### src/rtl/ram_fifo.sv
// ram_fifo: first-word-fall-through FIFO built on a single dualPortRam.
//
// The RAM's write port is the push side. Its registered read port is the pop side.
// The read address looks one word ahead on a pop, so the new head word is on the
// RAM output in the cycle after any pointer move. When a push writes the same
// address that is being read, the RAM's result is undefined. A one-word bypass
// register supplies the data in that case.
//
// Optional feature macro: RAM_FIFO_LEVEL_EN adds the `level` output (occupancy).
//
// Ports:
//   clk          clock, rising edge
//   rst          asynchronous active-high reset
//   flush        synchronous clear; takes priority over push and pop
//   wrValid/wrReady/wrData   push handshake and data
//   rdValid/rdReady/rdData   pop handshake and head word (FWFT)
//   level        occupancy 0..DEPTH (only with RAM_FIFO_LEVEL_EN)
//
// Also contains dualPortRam: byte-enabled simple dual-port RAM, 1-cycle registered
// read. Read-during-write to the same address returns undefined data.

module dualPortRam #(
    parameter int WIDTH = 32,
    parameter int DEPTH = 16,
    localparam int ADDR_WIDTH = $clog2(DEPTH)
) (
    input  logic                  clk,
    input  logic [ADDR_WIDTH-1:0] writeAddress,
    input  logic [WIDTH-1:0]      writeData,
    input  logic                  writeEnable,
    input  logic [WIDTH/8-1:0]    writeByteEnable,
    input  logic [ADDR_WIDTH-1:0] readAddress,
    output logic [WIDTH-1:0]      readData
);

    logic [WIDTH-1:0] mem [DEPTH];

    always_ff @(posedge clk) begin
        if (writeEnable) begin
            for (int b = 0; b < WIDTH / 8; b++) begin
                if (writeByteEnable[b]) begin
                    mem[writeAddress][b*8 +: 8] <= writeData[b*8 +: 8];
                end
            end
        end
        readData <= mem[readAddress];
    end

endmodule

module ram_fifo #(
    parameter int WIDTH = 32,
    parameter int DEPTH = 16,
    localparam int ADDR_WIDTH = $clog2(DEPTH)
) (
    input  logic                  clk,
    input  logic                  rst,
    input  logic                  flush,
    input  logic                  wrValid,
    output logic                  wrReady,
    input  logic [WIDTH-1:0]      wrData,
    output logic                  rdValid,
    input  logic                  rdReady,
    output logic [WIDTH-1:0]      rdData
`ifdef RAM_FIFO_LEVEL_EN
    ,
    output logic [ADDR_WIDTH:0]   level
`endif
);

    localparam logic [ADDR_WIDTH:0] CountFull = (ADDR_WIDTH + 1)'(DEPTH);

    logic [ADDR_WIDTH-1:0] wr_ptr_q, wr_ptr_d;
    logic [ADDR_WIDTH-1:0] rd_ptr_q, rd_ptr_d;
    logic [ADDR_WIDTH:0]   count_q, count_d;
    logic                  bypass_hit_q, bypass_hit_d;
    logic [WIDTH-1:0]      bypass_data_q, bypass_data_d;

    logic                  push, pop;
    logic [ADDR_WIDTH-1:0] read_address;
    logic [WIDTH-1:0]      ram_read_data;

    // Handshakes decode straight from the count register.
    assign wrReady = (count_q != CountFull);
    assign rdValid = (count_q != '0);
    assign push    = wrValid & wrReady;
    assign pop     = rdValid & rdReady;

    // Look ahead on a pop so the next head is on the RAM output after the edge.
    assign read_address = rd_ptr_q + ADDR_WIDTH'(pop);

    dualPortRam #(
        .WIDTH (WIDTH),
        .DEPTH (DEPTH)
    ) u_ram (
        .clk             (clk),
        .writeAddress    (wr_ptr_q),
        .writeData       (wrData),
        .writeEnable     (push),
        .writeByteEnable ({(WIDTH / 8){1'b1}}),
        .readAddress     (read_address),
        .readData        (ram_read_data)
    );

    always_comb begin
        wr_ptr_d      = wr_ptr_q;
        rd_ptr_d      = rd_ptr_q;
        count_d       = count_q;
        bypass_hit_d  = 1'b0;
        bypass_data_d = bypass_data_q;
        if (flush) begin
            wr_ptr_d = '0;
            rd_ptr_d = '0;
            count_d  = '0;
        end else begin
            if (push) begin
                wr_ptr_d = wr_ptr_q + 1'b1;
            end
            if (pop) begin
                rd_ptr_d = rd_ptr_q + 1'b1;
            end
            if (push && !pop) begin
                count_d = count_q + 1'b1;
            end else if (pop && !push) begin
                count_d = count_q - 1'b1;
            end
            // Same-address write and read this edge: RAM output is unreliable, use wrData.
            if (push && (wr_ptr_q == read_address)) begin
                bypass_hit_d  = 1'b1;
                bypass_data_d = wrData;
            end
        end
    end

    always_ff @(posedge clk or posedge rst) begin
        if (rst) begin
            wr_ptr_q      <= '0;
            rd_ptr_q      <= '0;
            count_q       <= '0;
            bypass_hit_q  <= 1'b0;
            bypass_data_q <= '0;
        end else begin
            wr_ptr_q      <= wr_ptr_d;
            rd_ptr_q      <= rd_ptr_d;
            count_q       <= count_d;
            bypass_hit_q  <= bypass_hit_d;
            bypass_data_q <= bypass_data_d;
        end
    end

    assign rdData = bypass_hit_q ? bypass_data_q : ram_read_data;

`ifdef RAM_FIFO_LEVEL_EN
    assign level = count_q;
`endif

endmodule

### config.mk
export PLATFORM = sky130hd
export DESIGN_NAME = ram_fifo
export DESIGN_NICKNAME = d
export VERILOG_FILES = /design/src/rtl/ram_fifo.sv
export SDC_FILE = /design/constraint.sdc
export NUM_CORES = 1
export LEC_CHECK = 0
export CAP_MARGIN = 20
export CORE_UTILIZATION = 60
export DETAILED_ROUTE_END_ITERATION = 8
export PLACE_DENSITY = 0.78
export SLEW_MARGIN = 5
export SYNTH_ARGS = -nofsm -noshare
export SYNTH_HDL_FRONTEND = slang
export SYNTH_SLANG_ARGS = --single-unit
### constraint.sdc
create_clock -name clk -period 6.53 [get_ports clk]
set_input_delay 1.306 -clock clk [delete_from_list [all_inputs] [get_ports clk]]
set_output_delay 1.306 -clock clk [all_outputs]
set_load 0.005 [all_outputs]
==> results of run 1 <==
-- Yosys cell counts --
library cell / number
a211oi_1: 1
a21boi_2: 1
a21o_1: 3
a21oi_1: 4
and2_1: 13
and3b_1: 1
and4_1: 4
buf_1: 3
buf_2: 11
buf_4: 4
buf_6: 6
clkbuf_1: 22
dfrtp_1: 46
dfxtp_1: 32
edfxtp_1: 512
fa_1: 1
ha_1: 11
inv_1: 5
mux2_2: 64
mux2i_1: 2
mux4_2: 160
nand2_1: 8
nand2b_1: 1
nand3_1: 4
nand3_2: 1
nand4_1: 2
nor2_1: 13
nor3_1: 1
nor3b_1: 1
nor4_1: 1
nor4_2: 1
o21ai_4: 1
or3_1: 1
or4_4: 1
xnor2_1: 4
xor2_1: 9
xor2_2: 2
-- worst min-delay path by stage --
stage,from,endpoint,slack (ns),cells past startpoint
detailed placement,bypass_data_q[0],bypass_data_q[0],0.49,1
global route,bypass_data_q[22],bypass_data_q[22],0.51,1
CTS,bypass_data_q[4],bypass_data_q[4],0.50,1
finish,bypass_data_q[4],bypass_data_q[4],0.50,1
global placement,bypass_data_q[31],bypass_data_q[31],0.48,1
floorplan,bypass_data_q[0],bypass_data_q[0],0.47,1
-- sequential cells by signal, summed over array words and instances, names as in the netlist --
| signal | cells |
|---|---|
| wr_ptr_q | 4 |
| count_q | 5 |
| u_ram.readData | 32 |
| u_ram.mem | 512 |
| bypass_hit_q | 1 |
| rd_ptr_q | 4 |
| bypass_data_q | 32 |
-- logic make-up after synthesis --
family,count (synthesis)
muxes,226
adders and majority gates,12
buffers and inverters,51
DFF,590
AOI/OAI and AO/OA,10
xor gates and xnor gates,15
and+or+nand+nor,53
-- power groups by stage --
stage,clock (mW),sequential [mW],combinational (mW)
2_1_floorplan,0,4.59,2.41
6_report,3.15,4.60,3.19
3_3_place_gp,0,4.68,3.07
4_1_cts,3.18,4.63,3.18
3_5_place_dp,0,4.69,3.13
5_1_grt,3.33,4.63,3.43
-- cell type report --
class / count / share of cell area [%]
repair buffers: 97 / 3.66
diodes: 1 / 0.00979
clock inverters: 15 / 0.568
flip-flops and latches: 590 / 67.1
inverters: 5 / 0.0734
well taps: 468 / 2.29
clock buffers: 88 / 6.35
multi-input cells: 316 / 19.9
-- metal layers --
layer  share of wire (%)  wire length, microns  up-vias
li1                    -                     -     4230
met1                  39                 18500     5526
met2                  52                 24700      493
met3                 6.8                  3270       84
met4                 2.6                  1260        0
met5                   0                     0        -
-- critical path: stages --
cell	delay (ns)
clkdlybuf4s50_1	0.44
o21ai_4	0.11
inv_1	0.16
ha_4	0.20
ha_4	0.26
buf_4	0.63
buf_4	0.94
mux4_2	0.44
mux4_2	0.50
-- metrics by stage --
stage	hold WS (ns)	utilization [%]	instances	total power [mW]
floorplan	0.474	-	957	7.00
global placement	0.481	64.7	1474	7.76
detailed placement	0.487	64.7	1474	7.82
CTS	0.503	69.5	1577	11.0
global route	0.513	69.7	1580	11.4
finish	0.500	69.7	1580	10.9
==> impl_metrics.py, run 1 <==
metrics = {
    "outcome": {
        "status": "complete, no violations",
    },
    "logic_synthesis": {
        "synthXorXnorAreaFrac_pct": 0.652,
        "avgSynthCellArea_sq_um": 23.5,
        "synth-adder-area-share_pct": 0.702,
        "synth_top_area_share_pct": 68.5,
        "synth_warnings": 0,
        "syn-cell-area_sq_um": 22500,
        "synth-compound-area-share_pct": 0.345,
        "post-synth-top-area-cell": "edfxtp_1",
        "synthCells": 957,
        "yosys.area_share.simple_pct": 1.34,
        "ys_ff_latch": 590,
        "ys_seq_area_share_pct": 76.4,
        "syn-num-nets": 1006,
        "yosysUniqueCellTypes": 37,
        "synth_top_family_by_area": "multiplexers",
        "synthMuxAreaShare_pct": 19.3,
        "synth.area.top_cells": "edfxtp_1 (68%), mux4_2 (16%), dfrtp_1 (5.1%), mux2_2 (3.2%), dfxtp_1 (2.9%)",
    },
    "placement": {
        "place_area_sq_um": 23800,
        "gp_congestion": 0.734,
        "io_buffers": 70,
        "dp_slack_ns": 1.35,
        "dp_hpwl_microns": 22400,
    },
    "global_routing": {
        "overflow": 0,
        "grt_pass1_vias": 10800,
        "grt_max_degree": 76,
        "globalRouteMet3Util_pct": 4.75,
        "grt_antenna_before_repair": 1,
        "top_usage_layer": "met2",
        "grt.total_usage_pct": 26.1,
        "grt_use_met1_pct": 36.0,
        "grt_pass1_wl_microns": 70600,
        "globalRouteMet2Util_pct": 43.0,
    },
    "worst_setup_path": {
        "critPathKind": "primary input to register",
        "cp_max_fo": 75,
        "cp-start-kind": "primary input",
        "r2r_end": "u_ram.readData[11]",
        "arrival_ns": 5.06,
        "worst-r2r-setup-slack_ns": 1.95,
        "r2r-start": "count_q[0]",
        "worstRegToRegCells": 9,
        "endpoint": "u_ram.readData[11]",
        "required_ns": 6.96,
        "worstSetupStartpoint": "rdReady",
        "worstSetupEndpointType": "register",
    },
    "cells_and_area": {
        "drive_gt1_share_pct": 31.7,
        "final_area_sq_um": 25600,
        "final_cell_mix": "edfxtp_1 (512), mux4_2 (160), clkdlybuf4s50_1 (70), mux2_2 (64), clkbuf_16 (57)",
        "area_delta_synth_final_pct": 13.9,
        "fillerInstances": 2108,
        "regArea_sq_um": 17200,
        "multi_input_area_sq_um": 5090,
        "finalNetCount": 1114,
        "final_common_cell": "edfxtp_1",
    },
    "sta": {
        "final.period_utilization_pct": 70.9,
        "fmax_mhz": 216,
        "setup_ws_ns": 1.90,
        "rsz0062_at_grt": "false",
        "tns_ns": 0,
        "hold_viol": 0,
        "relSlewSlack_pct": 27.2,
        "min_period_ns": 4.63,
        "setup-violations-final": 0,
        "slew_viol_final": 0,
        "tightestPinTransition_ns": 1.09,
        "clock-skew-final_ns": 0.0246,
    },
    "clock_network": {
        "clockRootBuffer": "clkbuf_16",
        "clock_path_buffers": 3,
        "worstSkewPairLatency_ns": 0.59,
        "cts_tree": "done",
        "cts_made_buffers": 55,
        "clkTransAtPathRegs_ns": 0.06,
        "holdBufCountCts": 0,
        "post_cts.repair.setup_buffers": 0,
        "clkSinkCount": 590,
        "htree_levels": 2,
        "cts_resized": 0,
    },
    "route": {
        "dr.first_iter.drc_count": 914,
        "route.detailed.drc": 0,
        "wl_per_cell_microns": 30.2,
        "ant_nets": 0,
        "first_pass_iters": 5,
        "wl_microns": 47700,
        "vias": 10300,
        "viasPerCell": 6.54,
    },
    "pwr": {
        "p_sw_mw": 2.83,
        "p_seq_share_pct": 42.1,
        "power_frac_clock_pct": 28.8,
        "combPwrFrac_pct": 29.2,
        "power_leakage_nw": 8.30,
        "vdd_drop_max_v": 0.000270,
        "p_per_area_nw_per_um2": 428,
        "internal_power_mw": 8.12,
        "sw_frac_of_total_pct": 25.8,
    },
    "floorplan": {
        "die_x_microns": 195,
        "chipHeight_microns": 195,
        "initial_core_util_pct": 61.2,
        "die-area_sq_um": 38200,
        "io_pins": 71,
        "rows": 70,
        "placeableCoreArea_sq_um": 36700,
    },
    "min_path": {
        "hold_class": "register to register",
    },
    "run": {
        "maxCapViolations": 0,
    },
}
Note: power is estimated with default switching activity, not from simulation.
==> run 2, diff against run 1 <==
==> constraint.sdc (replaced) <==
create_clock -name clk -period 4.4 [get_ports clk]
set_input_delay 0.88 -clock clk [delete_from_list [all_inputs] [get_ports clk]]
set_output_delay 0.88 -clock clk [all_outputs]
set_load 0.005 [all_outputs]
==> run 2 against run 1 <==
Compared with the run above:
- flip-flop and latch count is the same
- cell area grew 0.62%
- clock skew shrank 0.0024 ns
- non-clock buffer count grew 6
- hold slack lost 0.0014 ns
- first-iteration DRC count grew 23%
- wire length grew 0.62%
- final cell count grew 0.38%
- via count is essentially flat
- sequential share of layout area shrank 0.41 points
- utilization grew 0.43 points
==> impl_metrics.py, run 2 (synthesis results as in run 1) <==
metrics = {
    "sta": {
        "clock-skew-final_ns": 0.0222,
        "min_period_ns": 3.51,
        "slew_viol_final": 0,
        "setup-violations-final": 0,
        "final.period_utilization_pct": 79.8,
        "fmax_mhz": 285,
        "rsz0062_at_grt": "false",
        "hold_viol": 0,
        "tns_ns": 0,
        "tightestPinTransition_ns": 1.08,
        "relSlewSlack_pct": 28.3,
        "setup_ws_ns": 0.889,
    },
    "worst_setup_path": {
        "arrival_ns": 2.63,
        "r2r-start": "count_q[0]",
        "cp-start-kind": "register",
        "worst-r2r-setup-slack_ns": 0.96,
        "cp_max_fo": 32,
        "critPathKind": "register to output pin",
        "worstSetupEndpointType": "output pin",
        "crit_chain": "mux2_2 > clkdlybuf4s50_1",
        "max_stage_delay_ns": 1.08,
        "r2r_end": "bypass_data_q[13]",
        "required_ns": 3.52,
        "critical_path_depth": 2,
        "path_buf_inv": 1,
        "endpoint": "rdData[28]",
        "slowest_stage": "dfrtp_2",
        "worstSetupStartpoint": "bypass_hit_q",
        "worstRegToRegCells": 10,
        "critical-path-top-delay-family": "flip-flops",
    },
    "placement": {
        "dp_slack_ns": 0.740,
        "dp_hpwl_microns": 23900,
        "io_buffers": 70,
        "gp_congestion": 0.743,
    },
    "cells_and_area": {
        "final_cell_mix": "edfxtp_1 (512), mux4_2 (160), clkdlybuf4s50_1 (70), mux2_2 (64), clkbuf_16 (56)",
        "num_antenna_cells": 0,
        "fillerInstances": 2084,
        "drive_gt1_share_pct": 32.3,
        "area_delta_synth_final_pct": 14.6,
        "final_common_cell": "edfxtp_1",
        "largest_reg_flops": 512,
        "finalNetCount": 1120,
        "postLayoutCoreUtil_pct": 70.1,
        "top_register": "u_ram.mem",
        "top_regs": "u_ram.mem: 512 flops, bypass_data_q: 32 flops, u_ram.readData: 32 flops",
    },
    "global_routing": {
        "grt.total_usage_pct": 26.4,
        "overflow": 0,
        "grt_pass1_vias": 10800,
        "grt_antenna_before_repair": 0,
        "grt_pass1_wl_microns": 71100,
        "grt_max_degree": 63,
    },
    "clock_network": {
        "clkTransAtPathRegs_ns": 0.07,
        "worstSkewPairLatency_ns": 0.62,
        "cts_tree": "done",
        "post_cts.repair.setup_buffers": 0,
        "holdBufCountCts": 0,
        "clockRootBuffer": "clkbuf_16",
        "htree_levels": 2,
        "cts_resized": 0,
        "clkSinkCount": 590,
        "cts_made_buffers": 55,
        "clock_path_buffers": 3,
    },
    "route": {
        "wl_per_cell_microns": 30.3,
        "wl_microns": 48000,
        "viasPerCell": 6.52,
        "ant_nets": 0,
        "first_pass_iters": 5,
        "route.detailed.drc": 0,
        "vias": 10300,
        "dr.first_iter.drc_count": 1123,
    },
    "floorplan": {
        "chipHeight_microns": 195,
        "rows": 70,
        "placeableCoreArea_sq_um": 36700,
        "io_pins": 71,
        "die_x_microns": 195,
        "initial_core_util_pct": 61.2,
        "die-area_sq_um": 38200,
    },
    "run": {
        "maxCapViolations": 0,
    },
    "pwr": {
        "fin_total_pwr_mw": 16.3,
        "power_leakage_nw": 8.35,
        "p_per_area_nw_per_um2": 632,
        "vdd_drop_max_v": 0.000639,
    },
    "outcome": {
        "status": "complete, no violations",
    },
    "min_path": {
        "hold_class": "register to register",
    },
}
==> run 2: final cells by class <==
type / count / area, sq um / share of cell area, %
clock inverters: 24 / 236 / 0.919
well taps: 468 / 586 / 2.28
multi-input cells: 316 / 5090 / 19.8
flip-flops and latches: 590 / 17200 / 66.7
inverters: 5 / 18.8 / 0.0729
repair buffers: 103 / 1090 / 4.22
clock buffers: 80 / 1540 / 5.99
==> run 2: routing by layer <==
| metal | vias to the layer above | track usage [%] | wire, microns |
|---|---|---|---|
| met1 | 5480 | 37.3 | 19000 |
| met2 | 533 | 42.1 | 24000 |
| li1 | 4238 | - | - |
| met4 | 0 | 7.93 | 1050 |
| met3 | 88 | 5.92 | 4040 |
| met5 | - | 0 | 0 |
==> run 2: worst register-to-register path, cell delays in order (launching register included) <==
cell     delay [ns]
dfrtp_1        0.46
or4_4          0.57
o21ai_4        0.21
inv_1          0.17
ha_4           0.34
buf_12         0.34
xor2_1         0.12
nor4_1         0.31
nand3_2        0.11
buf_4          0.30
mux2_2         0.38
==> run 2: worst min-delay path by stage <==
stage                      startpoint  slack, ns  cells past startpoint                end
finish              bypass_data_q[24]       0.50                      1  bypass_data_q[24]
global route        bypass_data_q[21]       0.51                      1  bypass_data_q[21]
CTS                 bypass_data_q[15]       0.50                      1  bypass_data_q[15]
detailed placement  bypass_data_q[15]       0.49                      1  bypass_data_q[15]
global placement    bypass_data_q[17]       0.48                      1  bypass_data_q[17]
floorplan            bypass_data_q[0]       0.47                      1   bypass_data_q[0]
==> run 2: through the flow <==
| stage | hold slack [ns] | area (sq um) | std cells |
|---|---|---|---|
| after global routing | 0.515 | 25700 | 1586 |
| after floorplan | 0.474 | 22500 | 957 |
| after global placement | 0.481 | 24000 | 1482 |
| after detailed placement | 0.487 | 24000 | 1482 |
| after CTS | 0.502 | 25700 | 1586 |
| final | 0.498 | 25700 | 1586 |
==> run 2: where the power goes <==
part | leakage [nW] | switching (mW) | total (mW) | internal [mW]
sequential | 5.46 | 0.303 | 6.88 | 6.58
clock | 0.857 | 1.99 | 4.66 | 2.67
combinational | 2.03 | 1.93 | 4.72 | 2.79
==> run 3, diff against run 2 <==
==> constraint.sdc (replaced) <==
create_clock -name clk -period 3.5 [get_ports clk]
set_input_delay 0.7 -clock clk [delete_from_list [all_inputs] [get_ports clk]]
set_output_delay 0.7 -clock clk [all_outputs]
set_load 0.005 [all_outputs]
==> run 3 against run 2 <==
Compared with the run above:
- power rose by 29%
- non-clock buffer count rose by 4
- sequential power rose by 25%
- die area did not move
- critical path depth rose by 5
- utilization rose by 0.89 points
- cell area rose by 1.3%
- count of clock-buffer cells in the layout fell by 7
- sequential share of layout area fell by 0.84 points
- critical endpoint is now u_ram.readData[17]
- highest routed layer unchanged
==> impl_metrics.py, run 3 (synthesis results as in run 1) <==
metrics = {
    "outcome": {
        "status": "complete, no violations",
    },
    "clock_network": {
        "clkTransAtPathRegs_ns": 0.06,
        "post_cts.repair.setup_buffers": 0,
        "clockRootBuffer": "clkbuf_16",
        "cts_made_buffers": 56,
        "cts_tree": "done",
        "clock_path_buffers": 3,
        "worstSkewPairLatency_ns": 0.60,
        "holdBufCountCts": 0,
        "clkSinkCount": 590,
        "htree_levels": 2,
        "cts_resized": 0,
    },
    "placement": {
        "dp_hpwl_microns": 23600,
        "io_buffers": 70,
        "dp_slack_ns": 0.113,
        "gp_congestion": 0.710,
    },
    "sta": {
        "clock-skew-final_ns": 0.0111,
        "relSlewSlack_pct": 54.1,
        "fmax_mhz": 295,
        "tns_ns": 0,
        "setup_ws_ns": 0.111,
        "setup-violations-final": 0,
        "tightestPinTransition_ns": 0.688,
        "hold_viol": 0,
        "slew_viol_final": 0,
        "min_period_ns": 3.39,
        "final.period_utilization_pct": 96.8,
        "rsz0062_at_grt": "true",
        "whs_ns": 0.426,
    },
    "cells_and_area": {
        "final_common_cell": "edfxtp_1",
        "area_delta_synth_final_pct": 16.0,
        "drive_gt1_share_pct": 33.0,
        "top_register": "u_ram.mem",
        "final_cell_mix": "edfxtp_1 (512), mux4_2 (160), clkdlybuf4s50_1 (70), mux2_2 (64), clkbuf_16 (57)",
        "largest_reg_flops": 512,
        "finalNetCount": 1125,
        "top_regs": "u_ram.mem: 512 flops, bypass_data_q: 32 flops, u_ram.readData: 32 flops",
    },
    "pwr": {
        "vdd_drop_max_v": 0.000608,
        "p_per_area_nw_per_um2": 806,
        "power_leakage_nw": 8.48,
    },
    "worst_setup_path": {
        "slowest_stage": "or4_4",
        "critical-path-top-delay-family": "multiplexers",
        "critPathKind": "register to register",
        "arrival_ns": 3.86,
        "crit_chain": "or4_4 > o21ai_4 > inv_1 > ha_4 > buf_12 > mux4_2 > mux4_2",
        "worstSetupEndpointType": "register",
        "cp-start-kind": "register",
        "cp_max_fo": 41,
        "required_ns": 3.97,
        "max_stage_delay_ns": 0.58,
        "path_buf_inv": 2,
        "cp_common_cell": "mux4_2",
    },
    "route": {
        "route.detailed.drc": 0,
        "wl_microns": 48300,
        "wl_per_cell_microns": 30.3,
        "vias": 10300,
        "first_pass_iters": 5,
        "ant_nets": 0,
        "dr.first_iter.drc_count": 992,
        "viasPerCell": 6.50,
    },
    "floorplan": {
        "placeableCoreArea_sq_um": 36700,
        "initial_core_util_pct": 61.2,
        "chipHeight_microns": 195,
        "die-area_sq_um": 38200,
        "rows": 70,
        "die_x_microns": 195,
        "io_pins": 71,
    },
    "global_routing": {
        "grt_max_degree": 42,
        "grt_pass1_vias": 11000,
        "grt_pass1_wl_microns": 71500,
        "grt.total_usage_pct": 26.5,
        "grt_antenna_before_repair": 1,
        "overflow": 0,
    },
    "min_path": {
        "hold_class": "primary input to asynchronous set/reset pin",
    },
    "run": {
        "maxCapViolations": 0,
    },
}
## run 3: changes by cell type in the layout (fill, tap and decap cells not counted), moves of 2 or more
cell | previous run | this run
buf_12 | 11 | 24
buf_4 | 22 | 13
bufinv_16 | 4 | 9
clkbuf_1 | 19 | 12
clkinv_1 | 8 | 10
clkinv_2 | 6 | 8
## run 3: report_power, final
part	internal (mW)	total, mW	switching (mW)
clock	3.73	6.26	2.53
combinational	3.63	6.15	2.52
sequential	8.27	8.60	0.330
total	15.6	21.0	5.38
## run 3: area by class of cell
type / count / area [sq um]
flip-flops and latches: 590 / 17200
fillers: 2062 / 10600
multi-input cells: 316 / 5090
clock buffers: 73 / 1530
repair buffers: 107 / 1280
well taps: 468 / 586
clock inverters: 31 / 383
inverters: 5 / 18.8
diodes: 1 / 2.50
## run 3: through the flow
stage,total power [mW],cells,cell area [sq um],utilization [%]
floorplan,13.1,957,22500,-
global placement,14.7,1486,24100,65.8
detailed placement,14.9,1486,24100,65.8
CTS,21.2,1590,26100,71.0
global route,21.8,1591,26100,71.0
finish,21.0,1591,26100,71.0
## run 3: worst paths after layout
| kind | startpoint | endpoint | slack [ns] | depth (start not counted) |
|---|---|---|---|---|
| setup / recovery | count_q[0] | u_ram.readData[17] | 0.11 | 7 |
| hold / removal | rst | bypass_data_q[28] | 0.43 | 2 |
| setup reg to reg | count_q[0] | u_ram.readData[17] | 0.11 | 7 |
| hold reg to reg | bypass_data_q[31] | bypass_data_q[31] | 0.50 | 1 |
| max in group asynchronous | rst | bypass_hit_q | 2.41 | 3 |
| min in group clk | bypass_data_q[31] | bypass_data_q[31] | 0.50 | 1 |
## run 3: worst register-to-register path, cell delays in order, from the launching register on
cell	delay, ns
dfrtp_1	0.45
or4_4	0.58
o21ai_4	0.22
inv_1	0.17
ha_4	0.41
buf_12	0.34
mux4_2	0.60
mux4_2	0.49
## run 3: metal layers
metal	track usage (%)	vias to the layer above	wire length, microns
li1	-	4243	-
met1	35.6	5537	18800
met2	44.7	456	25000
met3	4.27	103	3070
met4	9.22	0	1460
met5	0	-	0
